$ cat src/rtl/spi_pkg.sv
// ---------------------------------------------------------------------------
// spi_pkg
// Shared types and constants for the SPI master/slave pair.
// Revision: 1.0
// ---------------------------------------------------------------------------
`default_nettype none

package spi_pkg;

    localparam int SPI_DATA_WIDTH_DEFAULT = 32;
    localparam int SPI_MIN_HALF_PERIOD    = 4;

    typedef enum logic [2:0] {
        IDLE  = 3'd0,
        SETUP = 3'd1,
        LOW   = 3'd2,
        HIGH  = 3'd3,
        HOLD  = 3'd4,
        GAP   = 3'd5
    } spi_state_t;

    function automatic int max_of4(input int a, input int b, input int c, input int d);
        int m;
        m = a;
        if (b > m) m = b;
        if (c > m) m = c;
        if (d > m) m = d;
        return m;
    endfunction

endpackage

`default_nettype wire

$ cat src/rtl/sync_2ff.sv
// ---------------------------------------------------------------------------
// sync_2ff
// Two-flop synchronizer for signals asynchronous to clk.
// Revision: 1.0
// ---------------------------------------------------------------------------
`default_nettype none

module sync_2ff #(
    parameter int               WIDTH     = 1,
    parameter logic [WIDTH-1:0] RESET_VAL = '0
) (
    input  logic             clk,
    input  logic             rst_n,
    input  logic [WIDTH-1:0] i_d,
    output logic [WIDTH-1:0] o_q
);

    logic [WIDTH-1:0] r_meta;
    logic [WIDTH-1:0] r_sync;

    always_ff @(posedge clk or negedge rst_n) begin
        if (!rst_n) begin
            r_meta <= RESET_VAL;
            r_sync <= RESET_VAL;
        end else begin
            r_meta <= i_d;
            r_sync <= r_meta;
        end
    end

    assign o_q = r_sync;

endmodule

`default_nettype wire

$ cat src/rtl/spi_master.sv
// ---------------------------------------------------------------------------
// spi_master
// SPI mode-0 master, one DATA_WIDTH-bit word per chip-select frame, MSB first.
// Revision: 1.0
// ---------------------------------------------------------------------------
`default_nettype none

module spi_master
    import spi_pkg::*;
#(
    parameter int DATA_WIDTH = SPI_DATA_WIDTH_DEFAULT,
    parameter int CLK_DIV    = 4,
    parameter int CS_SETUP   = 8,
    parameter int CS_HOLD    = 4,
    parameter int CS_IDLE    = 4
) (
    input  logic                  clk,
    input  logic                  rst_n,
    input  logic [DATA_WIDTH-1:0] tx_data,
    input  logic                  tx_valid,
    output logic                  tx_ready,
    output logic [DATA_WIDTH-1:0] rx_data,
    output logic                  rx_valid,
    output logic                  busy,
    output logic                  spi_sclk,
    output logic                  spi_mosi,
    output logic                  spi_cs_n,
    input  logic                  spi_miso
);

    localparam int CNT_MAX = max_of4(CLK_DIV, CS_SETUP, CS_HOLD, CS_IDLE);
    localparam int DIV_W   = (CNT_MAX > 1) ? $clog2(CNT_MAX) : 1;
    localparam int BIT_W   = $clog2(DATA_WIDTH + 1);

    localparam logic [2:0] ST_IDLE  = IDLE;
    localparam logic [2:0] ST_SETUP = SETUP;
    localparam logic [2:0] ST_LOW   = LOW;
    localparam logic [2:0] ST_HIGH  = HIGH;
    localparam logic [2:0] ST_HOLD  = HOLD;
    localparam logic [2:0] ST_GAP   = GAP;

    localparam logic [DIV_W-1:0] C_LOAD_SETUP = DIV_W'(CS_SETUP - 1);
    localparam logic [DIV_W-1:0] C_LOAD_HALF  = DIV_W'(CLK_DIV - 1);
    localparam logic [DIV_W-1:0] C_LOAD_HOLD  = DIV_W'(CS_HOLD - 1);
    localparam logic [DIV_W-1:0] C_LOAD_GAP   = DIV_W'(CS_IDLE - 1);
    localparam logic [BIT_W-1:0] C_LAST_BIT   = BIT_W'(DATA_WIDTH - 1);

    generate
        if (CLK_DIV < SPI_MIN_HALF_PERIOD) begin : g_bad_clk_div
            $error("spi_master: CLK_DIV must be >= %0d", SPI_MIN_HALF_PERIOD);
        end
        if (CS_SETUP < 1) begin : g_bad_cs_setup
            $error("spi_master: CS_SETUP must be >= 1");
        end
        if (CS_HOLD < 1) begin : g_bad_cs_hold
            $error("spi_master: CS_HOLD must be >= 1");
        end
        if (CS_IDLE < 4) begin : g_bad_cs_idle
            $error("spi_master: CS_IDLE must be >= 4");
        end
        if (DATA_WIDTH < 2) begin : g_bad_width
            $error("spi_master: DATA_WIDTH must be >= 2");
        end
    endgenerate

    logic [2:0]            r_state;
    logic [DIV_W-1:0]      r_div_cnt;
    logic [BIT_W-1:0]      r_bit_cnt;
    logic [DATA_WIDTH-1:0] r_shift_tx;
    logic [DATA_WIDTH-1:0] r_shift_rx;
    logic [DATA_WIDTH-1:0] r_rx_data;
    logic                  r_rx_valid;
    logic                  r_sclk;
    logic                  r_mosi;
    logic                  r_cs_n;
    logic                  w_miso_s;
    logic                  w_div_done;

    sync_2ff #(
        .WIDTH     (1),
        .RESET_VAL (1'b0)
    ) u_miso_sync (
        .clk   (clk),
        .rst_n (rst_n),
        .i_d   (spi_miso),
        .o_q   (w_miso_s)
    );

    assign w_div_done = (r_div_cnt == '0);

    always_ff @(posedge clk or negedge rst_n) begin
        if (!rst_n) begin
            r_state    <= ST_IDLE;
            r_div_cnt  <= '0;
            r_bit_cnt  <= '0;
            r_shift_tx <= '0;
            r_shift_rx <= '0;
            r_rx_data  <= '0;
            r_rx_valid <= 1'b0;
            r_sclk     <= 1'b0;
            r_mosi     <= 1'b0;
            r_cs_n     <= 1'b1;
        end else begin
            r_rx_valid <= 1'b0;
            case (r_state)
                ST_IDLE: begin
                    if (tx_valid) begin
                        r_shift_tx <= tx_data;
                        r_shift_rx <= '0;
                        r_bit_cnt  <= '0;
                        r_div_cnt  <= C_LOAD_SETUP;
                        r_cs_n     <= 1'b0;
                        r_mosi     <= tx_data[DATA_WIDTH-1];
                        r_state    <= ST_SETUP;
                    end
                end
                ST_SETUP: begin
                    if (w_div_done) begin
                        r_div_cnt <= C_LOAD_HALF;
                        r_state   <= ST_LOW;
                    end else begin
                        r_div_cnt <= r_div_cnt - DIV_W'(1);
                    end
                end
                ST_LOW: begin
                    if (w_div_done) begin
                        r_div_cnt <= C_LOAD_HALF;
                        r_sclk    <= 1'b1;
                        r_state   <= ST_HIGH;
                    end else begin
                        r_div_cnt <= r_div_cnt - DIV_W'(1);
                    end
                end
                ST_HIGH: begin
                    if (w_div_done) begin
                        // Sample late in HIGH so the slave's post-fall MISO update has settled.
                        r_shift_rx <= {r_shift_rx[DATA_WIDTH-2:0], w_miso_s};
                        r_bit_cnt  <= r_bit_cnt + BIT_W'(1);
                        r_sclk     <= 1'b0;
                        if (r_bit_cnt == C_LAST_BIT) begin
                            r_div_cnt <= C_LOAD_HOLD;
                            r_state   <= ST_HOLD;
                        end else begin
                            r_shift_tx <= r_shift_tx << 1;
                            r_mosi     <= r_shift_tx[DATA_WIDTH-2];
                            r_div_cnt  <= C_LOAD_HALF;
                            r_state    <= ST_LOW;
                        end
                    end else begin
                        r_div_cnt <= r_div_cnt - DIV_W'(1);
                    end
                end
                ST_HOLD: begin
                    if (w_div_done) begin
                        r_cs_n     <= 1'b1;
                        r_mosi     <= 1'b0;
                        r_rx_data  <= r_shift_rx;
                        r_rx_valid <= 1'b1;
                        r_div_cnt  <= C_LOAD_GAP;
                        r_state    <= ST_GAP;
                    end else begin
                        r_div_cnt <= r_div_cnt - DIV_W'(1);
                    end
                end
                ST_GAP: begin
                    // The idle countdown starts after the rx_valid cycle.
                    if (!r_rx_valid) begin
                        if (w_div_done) begin
                            r_state <= ST_IDLE;
                        end else begin
                            r_div_cnt <= r_div_cnt - DIV_W'(1);
                        end
                    end
                end
                default: begin
                    r_state <= ST_IDLE;
                end
            endcase
        end
    end

    assign tx_ready = (r_state == ST_IDLE);
    assign busy     = (r_state != ST_IDLE);
    assign rx_data  = r_rx_data;
    assign rx_valid = r_rx_valid;
    assign spi_sclk = r_sclk;
    assign spi_mosi = r_mosi;
    assign spi_cs_n = r_cs_n;

endmodule

`default_nettype wire
$ cat config.mk
export PLATFORM = sky130hd
export DESIGN_NAME = spi_master
export DESIGN_NICKNAME = d
export VERILOG_FILES = /design/src/rtl/spi_pkg.sv /design/src/rtl/sync_2ff.sv /design/src/rtl/spi_master.sv
export SDC_FILE = /design/constraint.sdc
export NUM_CORES = 1
export LEC_CHECK = 0
export CAP_MARGIN = 20
export CORE_UTILIZATION = 56
export CTS_BUF_LIST = sky130_fd_sc_hd__clkbuf_4
export DETAILED_ROUTE_END_ITERATION = 6
export GPL_TIMING_DRIVEN = 1
export MAX_ROUTING_LAYER = met4
export PLACE_DENSITY = 0.85
export SLEW_MARGIN = 20
export SYNTH_ARGS = -nofsm -noshare
export SYNTH_HDL_FRONTEND = slang
export SYNTH_SLANG_ARGS = --single-unit
export TNS_END_PERCENT = 100
$ cat constraint.sdc
create_clock -name clk -period 2.3 [get_ports clk]
set_input_delay 0.23 -clock clk [delete_from_list [all_inputs] [get_ports clk]]
set_output_delay 0.23 -clock clk [all_outputs]
set_load 0.01 [all_outputs]
==> run_results.csv, run 1 <==
group,metric,value,unit
run_status,status,"finished, final reports clean",
finish,nFillCells,576,
route,final_antenna_net_count,0,
clock_tree,clockBufferDepth,2,
worst_setup_path,worstSetupEndpointType,"register",
yosys,synth_sequential_area_ratio,0.580,
power,internal_power,3.87,mW
timing,rsz0062_at_grt,"false",
clock_tree,post_cts_buffers,0,
placement,post-dp-hpwl,6130,µm
power,p_leak,2.83,nW
floorplanning,ioPinCount,74,
yosys,synth_top_area_share,0.574,
route,routedWlPerCell,15.7,µm
yosys,synth_flop_cell,"dfrtp_1",
power,swShare,0.350,
grt,grt_overflow,0,
power,comb_power_share,0.317,
placement,place.port_buffers,73,
route,vias,3488,
yosys,synthTopCellsByArea,"dfrtp_1 (57%), mux2_2 (7.8%), nand2_1 (7.4%), mux2_1 (6.7%), a22o_1 (6.1%)",
grt,track_usage,0.241,
clock_tree,numCtsBuffers,17,
finish,drive_above_1_share,0.181,
floorplanning,die_area,0.00909,mm²
finish,area_growth,23.6,%
clock_tree,clock-sinks,113,
power,finalPower,5.95,mW
yosys,synth_largest_area_cell,"dfrtp_1",
timing,fmax,473,MHz
clock_tree,clk_pin_slew,110,ps
worst_setup_path,critical_path_class,"register to register",
yosys,synth_seq_cells,113,
floorplanning,core_region_area,0.00834,mm²
worst_setup_path,cp.required,2690,ps
route,drc,0,
timing,final-setup-viol-count,0,
yosys,synth_edf_count,0,
clock_tree,clock_latency,510,ps
yosys,avgSynthCellArea,11.8,µm²
worst_setup_path,crit_path_start_kind,"register",
clock_tree,cts-htree-levels,4,
timing,finalHoldViolations,0,
timing,slew-limit-headroom,0.582,
grt,grt_pass1_vias,3405,
min_path,hp-class,"input port to register",
placement,gp_congestion,0.802,
power,p_clk_frac,0.242,
yosys,yosysWarnings,0,
timing,drv_slew,0,
timing,worstMarginPinSlew,628,ps
power,seq_power_share,0.442,
floorplanning,start_util,0.585,
timing,fin_crit,2110,ps
clock_tree,root_buffer,"clkbuf_4",
route,wl,9630,µm
yosys,syn_inst,415,
route,drt-pass1-iter-count,4,
grt,grt_pass1_wl,15900,µm
route,drtIter0Drc,175,
yosys,synth_nets,454,
grt,antenna_found_initial,0,
route,viasPerCell,5.69,
floorplanning,rows,33,
yosys,synth_cell_types,44,
floorplanning,die_width,95.4,µm
worst_setup_path,worst_ep_arrival_time,2510,ps
finish,nets,534,
power,peakVddDrop,0.716,mV
power,powerDensity,986,mW/mm²
worst_setup_path,crit_fanout,16,
run,drv_cap,0,
timing,fin_worst_skew,14.3,ps
timing,fin_crit_sh,0.920,
clock_tree,cts_tree,"yes",
grt,grt_start_max_net_pins,50,
floorplanning,die_y,95.4,µm
timing,hold_slack,141,ps
finish,diodes,0,
yosys,syn_area,0.00488,mm²
power,power_switching,2.08,mW
yosys,async_flop_share,1.00,
## kinds of logic after synthesis
logic type                 after synthesis  share of synthesized area
and+or+nand+nor                        133                      0.126
DFF                                    113                      0.580
buffers and inverters                   33                     0.0354
adders and majority gates                3                    0.00769
AOI/OAI and AO/OA                       70                      0.106
muxes                                   63                      0.145
## power groups by stage
stage,clock [mW],sequential (mW),combinational [mW]
after floorplan,0,2.60,1.42
after global placement,0,2.64,1.79
after detailed placement,0,2.66,1.87
after CTS,1.47,2.62,1.89
after global routing,1.56,2.68,2.11
final,1.44,2.63,1.88
## Yosys cell counts (all sizes together), types with 3 or more instances
cell type	instances
dfrtp	112
nand2	97
mux2	63
a22o	34
buf	16
o21ai	13
a21oi	12
clkbuf	11
inv	6
nor2	6
and3b	4
nor2b	4
ha	3
nand2b	3
nand3b	3
or3	3
## through the flow
step	std cells	setup WS [ps]	TNS, ps	cell area, µm²	util
6_report	613	185	0	6030	0.724
5_1_grt	613	29.4	0	6030	0.724
4_1_cts	613	10.4	0	6020	0.722
3_5_place_dp	579	-73.1	-1590	5720	0.686
3_3_place_gp	579	-1.60	-1.60	5720	0.686
2_1_floorplan	415	388	0	4880	-
## per-layer routing
metal,vias up,track usage,part of all wire
met2,99,0.359,0.47
met3,22,0.0670,0.057
met4,0,0.101,0.019
li1,1622,-,-
met5,-,-,0
met1,1745,0.311,0.45
## sequential cells by signal (all words and copies together), names as in the netlist
| signal | flops |
|---|---|
| r_shift_rx | 32 |
| rx_data | 32 |
| r_shift_tx | 31 |
| r_bit_cnt | 6 |
| r_div_cnt | 3 |
| r_state | 3 |
| rx_valid | 1 |
| spi_cs_n | 1 |
| spi_mosi | 1 |
| spi_sclk | 1 |
| u_miso_sync.o_q | 1 |
| u_miso_sync.r_meta | 1 |
## layout by cell type, fill, tap and decap left out, types with 2 or more instances in the layout
cell type,Yosys,routed
o21ai_4,1,2
a31oi_1,2,2
a22o_1,34,34
o21ai_0,12,12
o21bai_1,2,2
mux2_2,34,34
clkbuf_4,0,19
inv_1,5,5
clkinvlp_4,0,8
or3_1,2,2
buf_12,0,2
nand2_1,96,95
nand3_1,2,2
clkdlybuf4s50_1,0,70
and2_1,2,2
buf_4,4,12
nor2b_1,4,4
bufinv_16,0,2
nand2b_1,3,3
nand3b_1,3,3
o22ai_1,2,2
clkinv_2,0,2
dfrtp_1,112,112
a21oi_1,11,11
nor2_1,6,5
nand2_2,1,2
ha_1,3,3
mux2_1,29,29
and3b_1,4,4
## worst paths after layout
| path | slack (ps) | from | to | cells after the start |
|---|---|---|---|---|
| max | 190 | r_div_cnt[0]$_DFFE_PN0P_ | r_shift_tx[19]$_DFFE_PN0P_ | 6 |
| min | 140 | spi_miso | u_miso_sync.r_meta$_DFF_PN0_ | 1 |
| max reg2reg | 190 | r_div_cnt[0]$_DFFE_PN0P_ | r_shift_tx[19]$_DFFE_PN0P_ | 6 |
| min reg2reg | 360 | u_miso_sync.r_meta$_DFF_PN0_ | u_miso_sync.o_q$_DFF_PN0_ | 0 |
| max in group asynchronous | 1220 | rst_n | rx_data[29]$_DFFE_PN0P_ | 3 |
| min in group asynchronous | 260 | rst_n | r_shift_tx[4]$_DFFE_PN0P_ | 2 |
## critical path, stage by stage (launching register included)
cell,delay (ps)
dfrtp_1,390
inv_1,100
ha_1,230
nor2b_1,240
nand2_2,160
o21ai_4,490
mux2_1,380
## cell type report
cell class | instances | area (µm²) | share of cell area
Sequential cell | 113 | 2830 | 0.469
Multi-Input combinational cell | 270 | 1910 | 0.316
Timing Repair Buffer | 87 | 862 | 0.143
Clock buffer | 19 | 143 | 0.0236
Clock inverter | 13 | 139 | 0.0230
Tap cell | 105 | 131 | 0.0218
Inverter | 6 | 22.5 | 0.00373
## repair_timing
action / 4_1_cts / 5_1_grt
hold buffers: 1 / 0
gates resized for setup: 1 / 3
pin swaps: 1 / 0
hold endpoints to repair: 46 / 0
setup endpoints to repair: 31 / 16
cloned: 1 / 0
No activity file was read; power rests on OpenSTA's default activity.
==> run 2: changes to the inputs <==
Settings changed: GPL_TIMING_DRIVEN 1 to 0, HOLD_SLACK_MARGIN set to 0.08.
==> run_results.csv, run 2 (synthesis results as in run 1) <==
group,metric,value,unit
finish,drive_above_1_share,0.178,
power,finalPower,5.95,mW
clock_tree,clk_pin_slew,110,ps
grt,track_usage,0.237,
route,drt-pass1-iter-count,4,
grt,grt_overflow,0,
route,route.top_layer_used,"met4",
timing,fin_crit,2150,ps
timing,slew-limit-headroom,0.677,
route,viasPerCell,5.44,
timing,finalHoldViolations,0,
worst_setup_path,worstSetupEndpointType,"primary output",
clock_tree,clock-sinks,113,
clock_tree,cts_tree,"yes",
grt,grt_pass1_wl,15800,µm
route,wl_met1,4450,µm
timing,setup_tns,0,ps
floorplanning,rows,33,
timing,final-setup-viol-count,0,
finish,layout.cells.most_common_list,"dfrtp_1 (112), nand2_1 (96), clkdlybuf4s50_1 (71), mux2_2 (34), a22o_1 (34)",
placement,post-place-ws,38.2,ps
timing,hold_slack,206,ps
run,drv_cap,0,
finish,area_growth,24.1,%
worst_setup_path,worst_ep_arrival_time,1920,ps
finish,design_area,0.00606,mm²
placement,placed_area,0.00577,mm²
floorplanning,die_width,95.4,µm
floorplanning,die_area,0.00909,mm²
placement,post-dp-hpwl,6600,µm
timing,fin_crit_sh,0.936,
floorplanning,core_region_area,0.00834,mm²
worst_setup_path,crit_path_start_kind,"register",
finish,finalCoreUtilization,0.727,
placement,place.port_buffers,73,
route,wl,9540,µm
run_status,status,"finished, final reports clean",
route,vias,3410,
timing,fin_worst_skew,13.0,ps
placement,place_inst,594,
worst_setup_path,crit_fanout,7,
floorplanning,ioPinCount,74,
worst_setup_path,critical_path_class,"register to primary output",
timing,worstMarginPinSlew,483,ps
timing,drv_slew,0,
grt,antenna_found_initial,0,
clock_tree,post_cts_buffers,0,
power,p_leak,2.87,nW
route,wl_met3,469,µm
clock_tree,cts-htree-levels,4,
route,routedWlPerCell,15.2,µm
finish,final_cells,627,
clock_tree,numCtsBuffers,17,
clock_tree,root_buffer,"clkbuf_4",
finish,diodes,0,
timing,rsz0062_at_grt,"false",
timing,fmax,464,MHz
power,powerDensity,982,mW/mm²
grt,grt_start_max_net_pins,76,
finish,nets,548,
route,wl_met2,4540,µm
placement,gp_congestion,0.861,
route,drtIter0Drc,155,
min_path,hp-class,"input port to asynchronous set/reset pin",
timing,fin_ws,146,ps
finish,final_common_cell,"dfrtp_1",
route,final_antenna_net_count,0,
route,drc,0,
worst_setup_path,cp.required,2070,ps
floorplanning,start_util,0.585,
clock_tree,clockBufferDepth,2,
floorplanning,die_y,95.4,µm
power,peakVddDrop,0.472,mV
clock_tree,clock_latency,480,ps
grt,grt_pass1_vias,3408,
-- run 2: changes by cell type in the layout (fill, tap and decap cells not counted), sizes merged --
cell / before / now
o21ai: 14 / 13
dlygate4sd2: 1 / 0
clkinv: 2 / 6
clkdlybuf4s50: 70 / 71
clkinvlp: 8 / 7
clkbuf: 19 / 28
buf: 14 / 18
inv: 7 / 6
-- run 2: report_power, final --
| part | switching, mW | internal [mW] |
|---|---|---|
| Sequential | 0.243 | 2.39 |
| Clock | 0.758 | 0.632 |
| Combinational | 1.09 | 0.833 |
-- run 2: timing repair --
| item | in CTS | in global routing |
|---|---|---|
| endpoints found under the setup margin | 0 | 30 |
| gates resized for setup | 0 | 2 |
| hold endpoints to repair | 112 | 0 |
| hold buffers | 1 | 0 |
-- run 2: area by class of cell --
cell class              count  area, µm²
flip-flops and latches    113       2830
fillers                   574       2280
multi-input cells         269       1880
repair buffers             75        772
plain buffers              27        150
clock inverters            15        145
well taps                 105        131
clock buffers              17        128
inverters                   6       22.5
-- run 2: critical path, cell delays in order (launching register included) --
cell and delay, ps:
dfrtp_1 380, buf_4 160, or3_4 420, clkdlybuf4s50_1 490
-- run 2: final timing paths --
path	from	to	slack, ps	depth (start not counted)
setup / recovery	r_state[1]$_DFFE_PN0P_	busy	150	3
hold / removal	rst_n	r_shift_tx[5]$_DFFE_PN0P_	210	2
setup reg to reg	r_div_cnt[0]$_DFFE_PN0P_	r_shift_tx[27]$_DFFE_PN0P_	170	7
hold reg to reg	u_miso_sync.r_meta$_DFF_PN0_	u_miso_sync.o_q$_DFF_PN0_	340	0
max in group asynchronous	rst_n	spi_cs_n$_DFFE_PN1P_	1380	3
min in group clk	spi_miso	u_miso_sync.r_meta$_DFF_PN0_	230	1
-- run 2: layer usage --
metal | up-vias | GRT usage
li1 | 1631 | -
met1 | 1693 | 0.316
met2 | 80 | 0.365
met3 | 6 | 0.0566
met4 | 0 | 0.0682
met5 | - | -
==> run 3: changes to the inputs <==
Settings changed: CORE_ASPECT_RATIO set to 0.6, CORE_UTILIZATION 56 to 50, PLACE_DENSITY 0.85 to 0.81.
Clock period 2.3 ns to 1.8 ns, I/O delays scaled along.
==> run_results.csv, run 3 (synthesis results as in run 1) <==
group,metric,value,unit
grt,antenna_found_initial,0,
power,p_leak,3.14,nW
worst_setup_path,critical_path_class,"register to register",
power,peakVddDrop,0.540,mV
timing,slew-limit-headroom,0.669,
placement,place.port_buffers,73,
min_path,hp-class,"input port to asynchronous set/reset pin",
worst_setup_path,slowest_delay,410,ps
timing,hold_slack,145,ps
finish,final_cells,676,
worst_setup_path,crit_chain,"buf_6 -> or3_4 -> inv_4 -> nand2_4 -> o21ai_4 -> buf_6 -> buf_6 -> mux2_1",
worst_setup_path,crit_path_start_kind,"register",
grt,grt_pass1_vias,3528,
grt,grt_pass1_wl,17500,µm
route,drtIter0Drc,316,
timing,fin_crit,1860,ps
clock_tree,numCtsBuffers,17,
grt,grt_start_max_net_pins,85,
floorplanning,rows,27,
placement,place_inst,619,
finish,drive_above_1_share,0.297,
run,drv_cap,0,
clock_tree,clock_latency,530,ps
timing,worstMarginPinSlew,497,ps
clock_tree,cts-htree-levels,4,
timing,fin_worst_skew,13.2,ps
worst_setup_path,crit_slowest_cell,"or3_4",
floorplanning,die_y,78.5,µm
grt,track_usage,0.235,
route,wl,10800,µm
worst_setup_path,worst_ep_arrival_time,2270,ps
timing,rsz0062_at_grt,"true",
floorplanning,start_util,0.523,
finish,area_growth,34.6,%
floorplanning,die_width,130,µm
timing,finalHoldViolations,0,
route,viasPerCell,5.22,
run_status,status,"finished, violations left",
floorplanning,core_region_area,0.00932,mm²
route,routedWlPerCell,16.0,µm
worst_setup_path,cp_common_cell,"buf_6",
route,vias,3526,
clock_tree,clockBufferDepth,2,
worst_setup_path,crit_fanout,5,
timing,fin_crit_sh,1.03,
clock_tree,clk_pin_slew,110,ps
route,drt-pass1-iter-count,4,
power,powerDensity,1280,mW/mm²
placement,gp_congestion,0.861,
timing,setup_tns,-917,ps
run_status,violations,"negative setup slack",
route,final_antenna_net_count,0,
route,drc,0,
finish,final_common_cell,"dfrtp_1",
timing,fin_ws,-58.7,ps
worst_setup_path,worstSetupEndpointType,"register",
finish,diodes,0,
floorplanning,ioPinCount,74,
finish,finalCoreUtilization,0.705,
floorplanning,die_area,0.0102,mm²
grt,grt_overflow,0,
clock_tree,cts_tree,"yes",
timing,drv_slew,0,
timing,final-setup-viol-count,25,
finish,layout.cells.most_common_list,"dfrtp_1 (111), nand2_1 (95), clkdlybuf4s50_1 (69), mux2_2 (34), a22o_1 (34)",
finish,nets,573,
placement,post-dp-hpwl,6770,µm
timing,fmax,538,MHz
clock_tree,clock-sinks,113,
worst_setup_path,cp.required,2210,ps
clock_tree,root_buffer,"clkbuf_4",
==> run 3: area by class of cell <==
type	instances	area, µm²
sequential	113	2830
fill	668	2750
multi-input combinational	269	2050
timing repair buffer	100	1030
buffer	27	221
tap	130	163
clock buffer	18	135
clock inverter	13	114
inverter	6	25.0
==> run 3: path summary, 6_finish.rpt <==
path,start,endpoint,slack [ps],depth (start not counted)
setup reg to reg,r_state[1]$_DFFE_PN0P_,r_shift_tx[4]$_DFFE_PN0P_,-60,8
min in group clk,spi_miso,u_miso_sync.r_meta$_DFF_PN0_,150,1
max in group asynchronous,rst_n,spi_cs_n$_DFFE_PN1P_,1220,3
hold / removal,rst_n,r_shift_rx[8]$_DFFE_PN0P_,150,3
hold reg to reg,u_miso_sync.r_meta$_DFF_PN0_,u_miso_sync.o_q$_DFF_PN0_,360,0
setup / recovery,r_state[1]$_DFFE_PN0P_,r_shift_tx[4]$_DFFE_PN0P_,-60,8
==> run 3: routing by layer <==
metal	global-route usage	routed length [µm]
met4	0.0767	99
met5	-	0
met1	0.332	5390
met2	0.335	4850
met3	0.0573	459
==> run 3: per-stage QoR <==
stage	worst slack (ps)	total power, mW	instance area (µm²)
after CTS	-55.7	8.21	6360
final	-58.7	8.40	6570
after global routing	-112	8.97	6570
after detailed placement	-278	5.90	5810
after floorplan	39.4	5.15	4890
after global placement	-3650	5.75	5780
==> run 3: worst max-delay path: cells and delay by family, from the launching register on <==
family	cells	cell delay [ps]
simple gates	2	480
buf+inv	4	470
flops	1	380
mux	1	310
compound gates	1	100
==> run 3: power by group <==
| group | total, mW | internal, mW | switching, mW |
|---|---|---|---|
| logic | 3.29 | 1.67 | 1.63 |
| clock network | 1.71 | 0.692 | 1.01 |
| registers | 3.41 | 3.06 | 0.345 |
| total | 8.40 | 5.42 | 2.98 |
==> run 3: timing repair <==
action / CTS / global route
hold buffers: 2 / 0
resized for setup: 63 / 29
gates cloned: 3 / 4
setup endpoints to repair: 96 / 98
setup buffers: 9 / 9
endpoints found under the hold margin: 112 / 0
pin swaps: 4 / 6
